[config.mk]
export PLATFORM = sky130hd
export DESIGN_NAME = avalon_bus_arbiter
export DESIGN_NICKNAME = d
export VERILOG_FILES = /design/src/rtl/avalon_bus_arbiter.sv
export SDC_FILE = /design/constraint.sdc
export NUM_CORES = 1
export LEC_CHECK = 0
export CAP_MARGIN = 20
export CORE_AREA = 3 3 119 121
export DETAILED_ROUTE_END_ITERATION = 7
export DIE_AREA = 0 0 122 124
export PLACE_DENSITY = 0.68
export SETUP_SLACK_MARGIN = 0.2
export SLEW_MARGIN = 25
export SYNTH_ARGS = -nofsm -noshare
export SYNTH_HDL_FRONTEND = slang
export SYNTH_SLANG_ARGS = --single-unit
[constraint.sdc]
create_clock -name i_clk -period 2.37 [get_ports i_clk]
set_clock_uncertainty 0.2 [all_clocks]
set_input_delay 0.474 -clock i_clk [delete_from_list [all_inputs] [get_ports i_clk]]
set_output_delay 0.474 -clock i_clk [all_outputs]
set_load 0.005 [all_outputs]
[src/rtl/avalon_bus_arbiter.sv]
// avalon_bus_arbiter: two-master, one-slave word bus arbiter.
// Fixed priority (PRIO_MASTER) with a starvation guard: after MAX_RUN
// consecutive accepted transfers by the priority master while the other
// master waits, the other master wins the next contended cycle.
// Grant is locked to the owner while the slave stalls, so a transfer is
// never torn between masters.
//
// Ports:
//   i_clk                  bus clock, rising edge
//   i_reset                asynchronous active-low reset
//   i_m{0,1}_address/read/write/writedata/byteenable   master requests
//   o_m{0,1}_waitrequest   master stall (1 whenever not granted)
//   o_m{0,1}_readdata      slave read data, broadcast to both masters
//   o_s_address/read/write/writedata/byteenable        slave request
//   i_s_waitrequest        slave stall
//   i_s_readdata           slave read data (zero-latency)
//   o_grant                one-hot current owner, 00 when idle
//   o_stat_acc0/acc1/wait  transfer/wait counters (only with ARB_STATS_EN)
//
// Optional feature macro: ARB_STATS_EN adds the statistics counters.
module avalon_bus_arbiter #(
    parameter int PRIO_MASTER = 0,
    parameter int MAX_RUN     = 4,
    parameter int ADDR_W      = 32
) (
    input  logic              i_clk,
    input  logic              i_reset,
    input  logic [ADDR_W-1:0] i_m0_address,
    input  logic              i_m0_read,
    input  logic              i_m0_write,
    input  logic [31:0]       i_m0_writedata,
    input  logic [3:0]        i_m0_byteenable,
    output logic              o_m0_waitrequest,
    output logic [31:0]       o_m0_readdata,
    input  logic [ADDR_W-1:0] i_m1_address,
    input  logic              i_m1_read,
    input  logic              i_m1_write,
    input  logic [31:0]       i_m1_writedata,
    input  logic [3:0]        i_m1_byteenable,
    output logic              o_m1_waitrequest,
    output logic [31:0]       o_m1_readdata,
    output logic [ADDR_W-1:0] o_s_address,
    output logic              o_s_read,
    output logic              o_s_write,
    output logic [31:0]       o_s_writedata,
    output logic [3:0]        o_s_byteenable,
    input  logic              i_s_waitrequest,
    input  logic [31:0]       i_s_readdata,
    output logic [1:0]        o_grant
`ifdef ARB_STATS_EN
    ,
    output logic [31:0]       o_stat_acc0,
    output logic [31:0]       o_stat_acc1,
    output logic [31:0]       o_stat_wait
`endif
);
    typedef enum logic [1:0] {IDLE, OWN0, OWN1} state_t;

    localparam logic [1:0] PRIO_OH  = (PRIO_MASTER != 0) ? 2'b10 : 2'b01;
    localparam logic [1:0] NPRIO_OH = ~PRIO_OH;
    localparam logic [3:0] RUN_MAX  = 4'(MAX_RUN);

    state_t     r_state, w_next;
    logic [3:0] r_run_cnt, w_run_next;
    // Stays low until the first clock edge after reset release, keeping
    // every output in its reset value for that window.
    logic       r_active;
    logic       w_req0, w_req1, w_req_np, w_greq, w_acc, w_acc_p, w_acc_np;
    logic [1:0] w_grant;

    always_ff @(posedge i_clk or negedge i_reset) begin
        if (!i_reset) begin
            r_state   <= IDLE;
            r_run_cnt <= '0;
            r_active  <= 1'b0;
        end else begin
            r_state   <= w_next;
            r_run_cnt <= w_run_next;
            r_active  <= 1'b1;
        end
    end

    always_comb begin
        w_req0   = i_m0_read | i_m0_write;
        w_req1   = i_m1_read | i_m1_write;
        w_req_np = (PRIO_MASTER != 0) ? w_req0 : w_req1;
        w_grant  = !r_active          ? 2'b00 :
                   (r_state == OWN0)  ? 2'b01 :
                   (r_state == OWN1)  ? 2'b10 :
                   (w_req0 && w_req1) ? ((r_run_cnt == RUN_MAX) ? NPRIO_OH : PRIO_OH) :
                                        {w_req1, w_req0};
        w_greq   = |(w_grant & {w_req1, w_req0});
        w_acc    = w_greq & ~i_s_waitrequest;
        w_acc_p  = w_acc && (w_grant == PRIO_OH);
        w_acc_np = w_acc && (w_grant == NPRIO_OH);
    end

    // A stalled granted request locks the bus; anything else (acceptance,
    // no grant, or an owner abandoning its request) returns to IDLE.
    always_comb begin
        w_next     = (w_greq && i_s_waitrequest) ? (w_grant[1] ? OWN1 : OWN0) : IDLE;
        w_run_next = (!w_req_np || w_acc_np)          ? 4'd0 :
                     (w_acc_p && r_run_cnt != RUN_MAX) ? r_run_cnt + 4'd1 :
                                                         r_run_cnt;
    end

    always_comb begin
        o_grant          = w_grant;
        o_s_address      = w_grant[0] ? i_m0_address    : w_grant[1] ? i_m1_address    : '0;
        o_s_read         = w_grant[0] ? i_m0_read       : w_grant[1] ? i_m1_read       : 1'b0;
        o_s_write        = w_grant[0] ? i_m0_write      : w_grant[1] ? i_m1_write      : 1'b0;
        o_s_writedata    = w_grant[0] ? i_m0_writedata  : w_grant[1] ? i_m1_writedata  : '0;
        o_s_byteenable   = w_grant[0] ? i_m0_byteenable : w_grant[1] ? i_m1_byteenable : '0;
        o_m0_waitrequest = w_grant[0] ? i_s_waitrequest : 1'b1;
        o_m1_waitrequest = w_grant[1] ? i_s_waitrequest : 1'b1;
        o_m0_readdata    = i_s_readdata;
        o_m1_readdata    = i_s_readdata;
    end

`ifdef ARB_STATS_EN
    logic [31:0] r_stat_acc0, r_stat_acc1, r_stat_wait;

    always_ff @(posedge i_clk or negedge i_reset) begin
        if (!i_reset) begin
            r_stat_acc0 <= '0;
            r_stat_acc1 <= '0;
            r_stat_wait <= '0;
        end else begin
            if (w_acc && w_grant[0]) r_stat_acc0 <= r_stat_acc0 + 32'd1;
            if (w_acc && w_grant[1]) r_stat_acc1 <= r_stat_acc1 + 32'd1;
            if ((w_req0 && !w_grant[0]) || (w_req1 && !w_grant[1]))
                r_stat_wait <= r_stat_wait + 32'd1;
        end
    end

    assign o_stat_acc0 = r_stat_acc0;
    assign o_stat_acc1 = r_stat_acc1;
    assign o_stat_wait = r_stat_wait;
`endif
endmodule

* After elaboration in Yosys (flattened, before gate mapping)
Index checks and enable logic that the tools add are counted.
** Word-level totals
- Flip-flop bits (word level) :: 7
- Bits of input ports :: 175
- Output and inout bits :: 138
- Logic and storage cells :: 45
** Cells by class
- Mux-type cells :: 21
- Equal/unequal tests :: 6
- Bitwise gates (word level) :: 5
- Add/sub/neg operators :: 1
- Reductions and logical operators :: 9
** Operators by type and width (number)
- 32-bit two-way mux :: 4
- 4-bit two-way mux :: 4
- 2-bit two-way mux :: 7
- 1-bit two-way mux :: 6
- 1-bit logical AND :: 5
- 4-bit by 1-bit adder with 4-bit output, second input constant :: 1
- 2-bit by 1-bit == test with 1-bit output, second input constant :: 2
- 2-bit == test, second input constant :: 2
- 4-bit by 3-bit == test with 1-bit output, second input constant :: 1
- 4-bit by 3-bit inequality test with 1-bit output, second input constant :: 1
- 2-bit AND :: 1
- 1-bit bitwise OR :: 2
- 2-bit nonzero test :: 1
- 2-bit OR reduction :: 1
- 1-bit AND :: 1
- 1-bit logical NOT :: 1
- 1-bit logical OR :: 1
- 1-bit NOT :: 1

* Logic depth before layout (Yosys ltp)
- Depth in word-level cells :: 13
- Mapped depth :: 8
- Depth with buffers taken out :: 6

* Worst setup path before layout
No wires, ideal clock.
- Kind :: register -> output
- Start point :: reg r_run_cnt[0]
- End point :: out o_s_writedata[10]
- Stages on the path, launching flop included :: 9
- Arrival time :: 1.823 ns
- Path buffers :: 2
- Path slack :: -0.127 ns
- Cells stage by stage :: dfrtp_1 > inv_1 > ha_1 > and3b_1 > buf_6 > a211o_1 > a21oi_2 > buf_2 > a22o_1
** Between the ends
- Elaborated cells on any way between the ends :: 8
- Those cells by class :: eq/ne (1); mux (7)
** RTL lines
- start, declared :: RTL line 64 : logic [3:0] r_run_cnt, w_run_next;
- start signal, assigned :: RTL line 78 : r_run_cnt <= w_run_next;
- 4-bit by 3-bit == test with 1-bit output :: RTL line 90 : (w_req0 && w_req1) ? ((r_run_cnt == RUN_MAX) ? NPRIO_OH : PRIO_OH) :
- 2-bit two-way mux (2 in a row) :: RTL line 90
- 2-bit two-way mux :: RTL line 89 : (r_state == OWN1) ? 2'b10 :
- 2-bit two-way mux :: RTL line 88 : (r_state == OWN0) ? 2'b01 :
- 2-bit two-way mux :: RTL line 87 : w_grant = !r_active ? 2'b00 :
- named net o_grant[0] :: RTL line 49 : output logic [1:0] o_grant
- 32-bit two-way mux :: RTL line 112 : o_s_writedata = w_grant[0] ? i_m0_writedata : w_grant[1] ? i_m1_writedata : '0;
- end, declared :: RTL line 45 : output logic [31:0] o_s_writedata,
The timed path passes the listed nets, and every way through them passes these cells.

* Final worst setup path
- Start point :: reg r_run_cnt[0]
- End point :: out o_s_address[29]
** Between the ends
- Longest elaborated chain between the ends :: 8
** RTL lines
- 4-bit by 3-bit == test with 1-bit output (*) :: RTL line 90
- 2-bit two-way mux (*) (2 in a row) :: RTL line 90
- 2-bit two-way mux (*) :: RTL line 89
- 2-bit two-way mux (*) :: RTL line 88
- 2-bit two-way mux (*) :: RTL line 87
- 32-bit two-way mux :: RTL line 109 : o_s_address = w_grant[0] ? i_m0_address : w_grant[1] ? i_m1_address : '0;
- 32-bit two-way mux (*) :: RTL line 109
- end, declared :: RTL line 42 : output logic [ADDR_W-1:0] o_s_address,
Every way passes the cells marked *; elsewhere a longest branch is shown, timed or not.

==> impl_metrics.env <==
export IMPL_min_period_ns=3.160
export IMPL_die_w_um=122
export IMPL_power_total_mw=1.307
export IMPL_clk_latency_ns=0.23
export IMPL_crit_path_cell_trace="inv_1 > ha_2 > and3b_2 > buf_12 > o311ai_4 > a21oi_4 > buf_12 > buf_12 > buf_16 > buf_8 > buf_6 > a22o_1 > buf_2"
export IMPL_num_antenna_cells=0
export IMPL_ys_seq_elements=7
export IMPL_port_buffers=216
export IMPL_synth_cell_types=33
export IMPL_finalSetupViolations=76
export IMPL_cts_path_max_buffers=2
export IMPL_gp_congestion=0.8031
export IMPL_seq_area_frac_synth_pct=10.56
export IMPL_cp_common_cell="buf_12"
export IMPL_rows=42
export IMPL_synth_area_mm2=0.001659
export IMPL_drt_wl_total_um=11490
export IMPL_die_h_um=124
export IMPL_path_clk_slew_ns=0.04
export IMPL_crit_path_start_kind="flip-flop"
export IMPL_worstPathMaxFanout=5
export IMPL_cts_sinks=7
export IMPL_syn_to_final_growth_pct=172.7
export IMPL_synth_edf_count=0
export IMPL_arrival_ns=2.49
export IMPL_slew_violations=0
export IMPL_crit_type="flip-flop to output pin"
export IMPL_syn_inst=204
export IMPL_ir_drop_mv=0.3213
export IMPL_post_drt_wl_per_cell_um=18.96
export IMPL_crit_buf_inv=8
export IMPL_cts_tree="done"
export IMPL_first_pass_iters=4
export IMPL_drive_above_1_share_pct=41.16
export IMPL_hold_viol_final=0
export IMPL_initial_core_util_pct=12.58
export IMPL_p_int_mw=0.9366
export IMPL_numCtsBuffers=3
export IMPL_p_comb_share_pct=67.5
export IMPL_ys_top_cells_by_area="a22o_1, buf_4, dfrtp_1"
export IMPL_vias=2578
export IMPL_p_switching_mw=0.3706
export IMPL_critPathMaxStageDelay_ns=0.33
export IMPL_worstSetupEndpointType="output pin"
export IMPL_grt_max_degree=14
export IMPL_synthesis_nets=381
export IMPL_cp_required_ns=1.70
export IMPL_outcome="finished, violations left"
export IMPL_root_buffer="clkbuf_16"
export IMPL_drtIter0Drc=75
export IMPL_die_area_mm2=0.01513
export IMPL_setup_ws_ns=-0.7901
export IMPL_antenna_found_initial=0
export IMPL_critPathTopFamily="buffers and inverters"
export IMPL_ios=313
export IMPL_clockPowerShare_pct=22.3
export IMPL_grt_pass1_wl_um=15530
export IMPL_grt_overflow=0
export IMPL_yosys_warnings=0
export IMPL_rsz0062_at_grt="true"
export IMPL_p_seq_share_pct=10.2
export IMPL_fp_coreArea_mm2=0.01319
export IMPL_hp_class="input port to async pin"
export IMPL_fillers=1330
export IMPL_violations="negative setup slack"
export IMPL_fin_crit_sh_pct=133.3
export IMPL_track_usage_pct=13.61
export IMPL_async_flop_share_pct=100.0
export IMPL_grt_pass1_vias=2734
export IMPL_netlist_area_leader_share_pct=36.95
export IMPL_postCtsHoldBufs=0
export IMPL_yosysTopAreaCell="a22o_1"
export IMPL_vias_per_cell=4.254
export IMPL_p_per_area_mw_per_mm2=288.9
export IMPL_slowest_stage="dfrtp_1"
export IMPL_yosys_top_cells_count="a22o_1, buf_4, buf_2, dfrtp_1, nor2_1"
export IMPL_power_leakage_nw=2.047
export IMPL_timing_hold_ws_ns=0.2980
export IMPL_synth_flop_cell="dfrtp_1"
export IMPL_drc=0
export IMPL_max_cap_violations=0
export IMPL_switching_share_pct=28.35
export IMPL_hpwl_um=7165
export IMPL_ant_nets=0
export IMPL_yosysMostFrequentCell="a22o_1"
export IMPL_post_synth_cell_area_avg_um2=8.133
export IMPL_timing_fmax_ghz=0.3165
export IMPL_cts_max_level=1
export IMPL_final_nets=608
[worst paths after layout]
kind	slack, ns	to	depth (start not counted)	start
max	-0.79	o_s_address[29]	13	r_run_cnt[0]$_DFFE_PN0P_
min	0.30	r_state[0]$_DFF_PN0_	1	i_reset
max reg2reg	-0.11	r_state[1]$_DFF_PN0_	13	r_run_cnt[0]$_DFFE_PN0P_
min reg2reg	0.44	r_run_cnt[2]$_DFFE_PN0P_	3	r_run_cnt[2]$_DFFE_PN0P_
max in group asynchronous	1.44	r_run_cnt[2]$_DFFE_PN0P_	1	i_reset
min in group i_clk	0.44	r_run_cnt[2]$_DFFE_PN0P_	3	r_run_cnt[2]$_DFFE_PN0P_
[registers in the layout, summed over array words and instances (netlist names)]
name       count
r_run_cnt      4
r_state        2
r_active       1
[power by group through the flow]
| stage | clock network [mW] | registers (mW) | logic, mW |
|---|---|---|---|
| 2_1_floorplan | 0 | 0.138 | 0.290 |
| 3_3_place_gp | 0 | 0.135 | 0.698 |
| 3_5_place_dp | 0 | 0.135 | 0.707 |
| 4_1_cts | 0.297 | 0.133 | 0.853 |
| 5_1_grt | 0.302 | 0.135 | 0.930 |
| 6_report | 0.291 | 0.134 | 0.882 |
[cell usage in the layout (no fill, tap or decap), types with 2 or more instances in the layout]
| cell type | count |
|---|---|
| buf_16 | 13 |
| buf_4 | 27 |
| nand2b_4 | 2 |
| clkdlybuf4s50_1 | 138 |
| buf_6 | 27 |
| a21oi_4 | 2 |
| buf_2 | 58 |
| dlygate4sd2_1 | 2 |
| nor4_1 | 2 |
| buf_12 | 9 |
| xnor2_1 | 2 |
| inv_1 | 4 |
| nor2b_1 | 2 |
| o311ai_4 | 2 |
| clkbuf_2 | 12 |
| clkbuf_16 | 5 |
| dfrtp_1 | 7 |
| a22o_1 | 70 |
| clkdlybuf4s15_1 | 2 |
| o211ai_1 | 2 |
| or3_4 | 2 |
| o21ai_0 | 2 |
| nor2_1 | 7 |
| buf_8 | 11 |
[repair_timing]
action | 4_1_cts | 5_1_grt
endpoints found under the setup margin | 76 | 76
gates cloned | 13 | 2
buffers inserted | 33 | 15
pin swaps | 26 | 37
resized for setup | 319 | 45
[layer usage]
layer,track usage [%],up-vias,routed length (um)
li1,-,1169,-
met1,15.28,1224,4298
met2,25.03,156,5788
met3,2.861,29,1034
met4,5.532,0,368
met5,0,-,0
[per-stage QoR]
stage	worst slack (ns)	utilization, %	area, um2	TNS (ns)	cells
finish	-0.7901	34.30	4524	-47.19	606
global route	-0.8436	34.30	4524	-51.78	606
CTS	-0.9173	33.06	4360	-45.12	590
detailed placement	-1.001	28.22	3722	-68.25	540
global placement	-1.002	28.22	3722	-67.12	540
floorplan	-0.04741	-	1712	-2.978	204
[layout make-up]
class / instances / area (um2) / area share [%]
multi-input combinational: 114 / 1006 / 22.23
timing repair buffer: 301 / 3029 / 66.95
tap: 176 / 220.2 / 4.867
sequential: 7 / 175.2 / 3.872
clock buffer: 4 / 78.83 / 1.742
inverter: 4 / 15.01 / 0.3319
[logic make-up after synthesis]
kind of cell	after synthesis	share of synthesized area, %
fa+ha+maj	2	1.508
compound gates	84	43.06
buf+inv	83	34.31
mux	1	0.6033
flops	7	10.56
other cells	1	0.2260
xor+xnor	2	1.056
simple gates	24	8.673
Note: power is estimated with default switching activity, not from simulation.
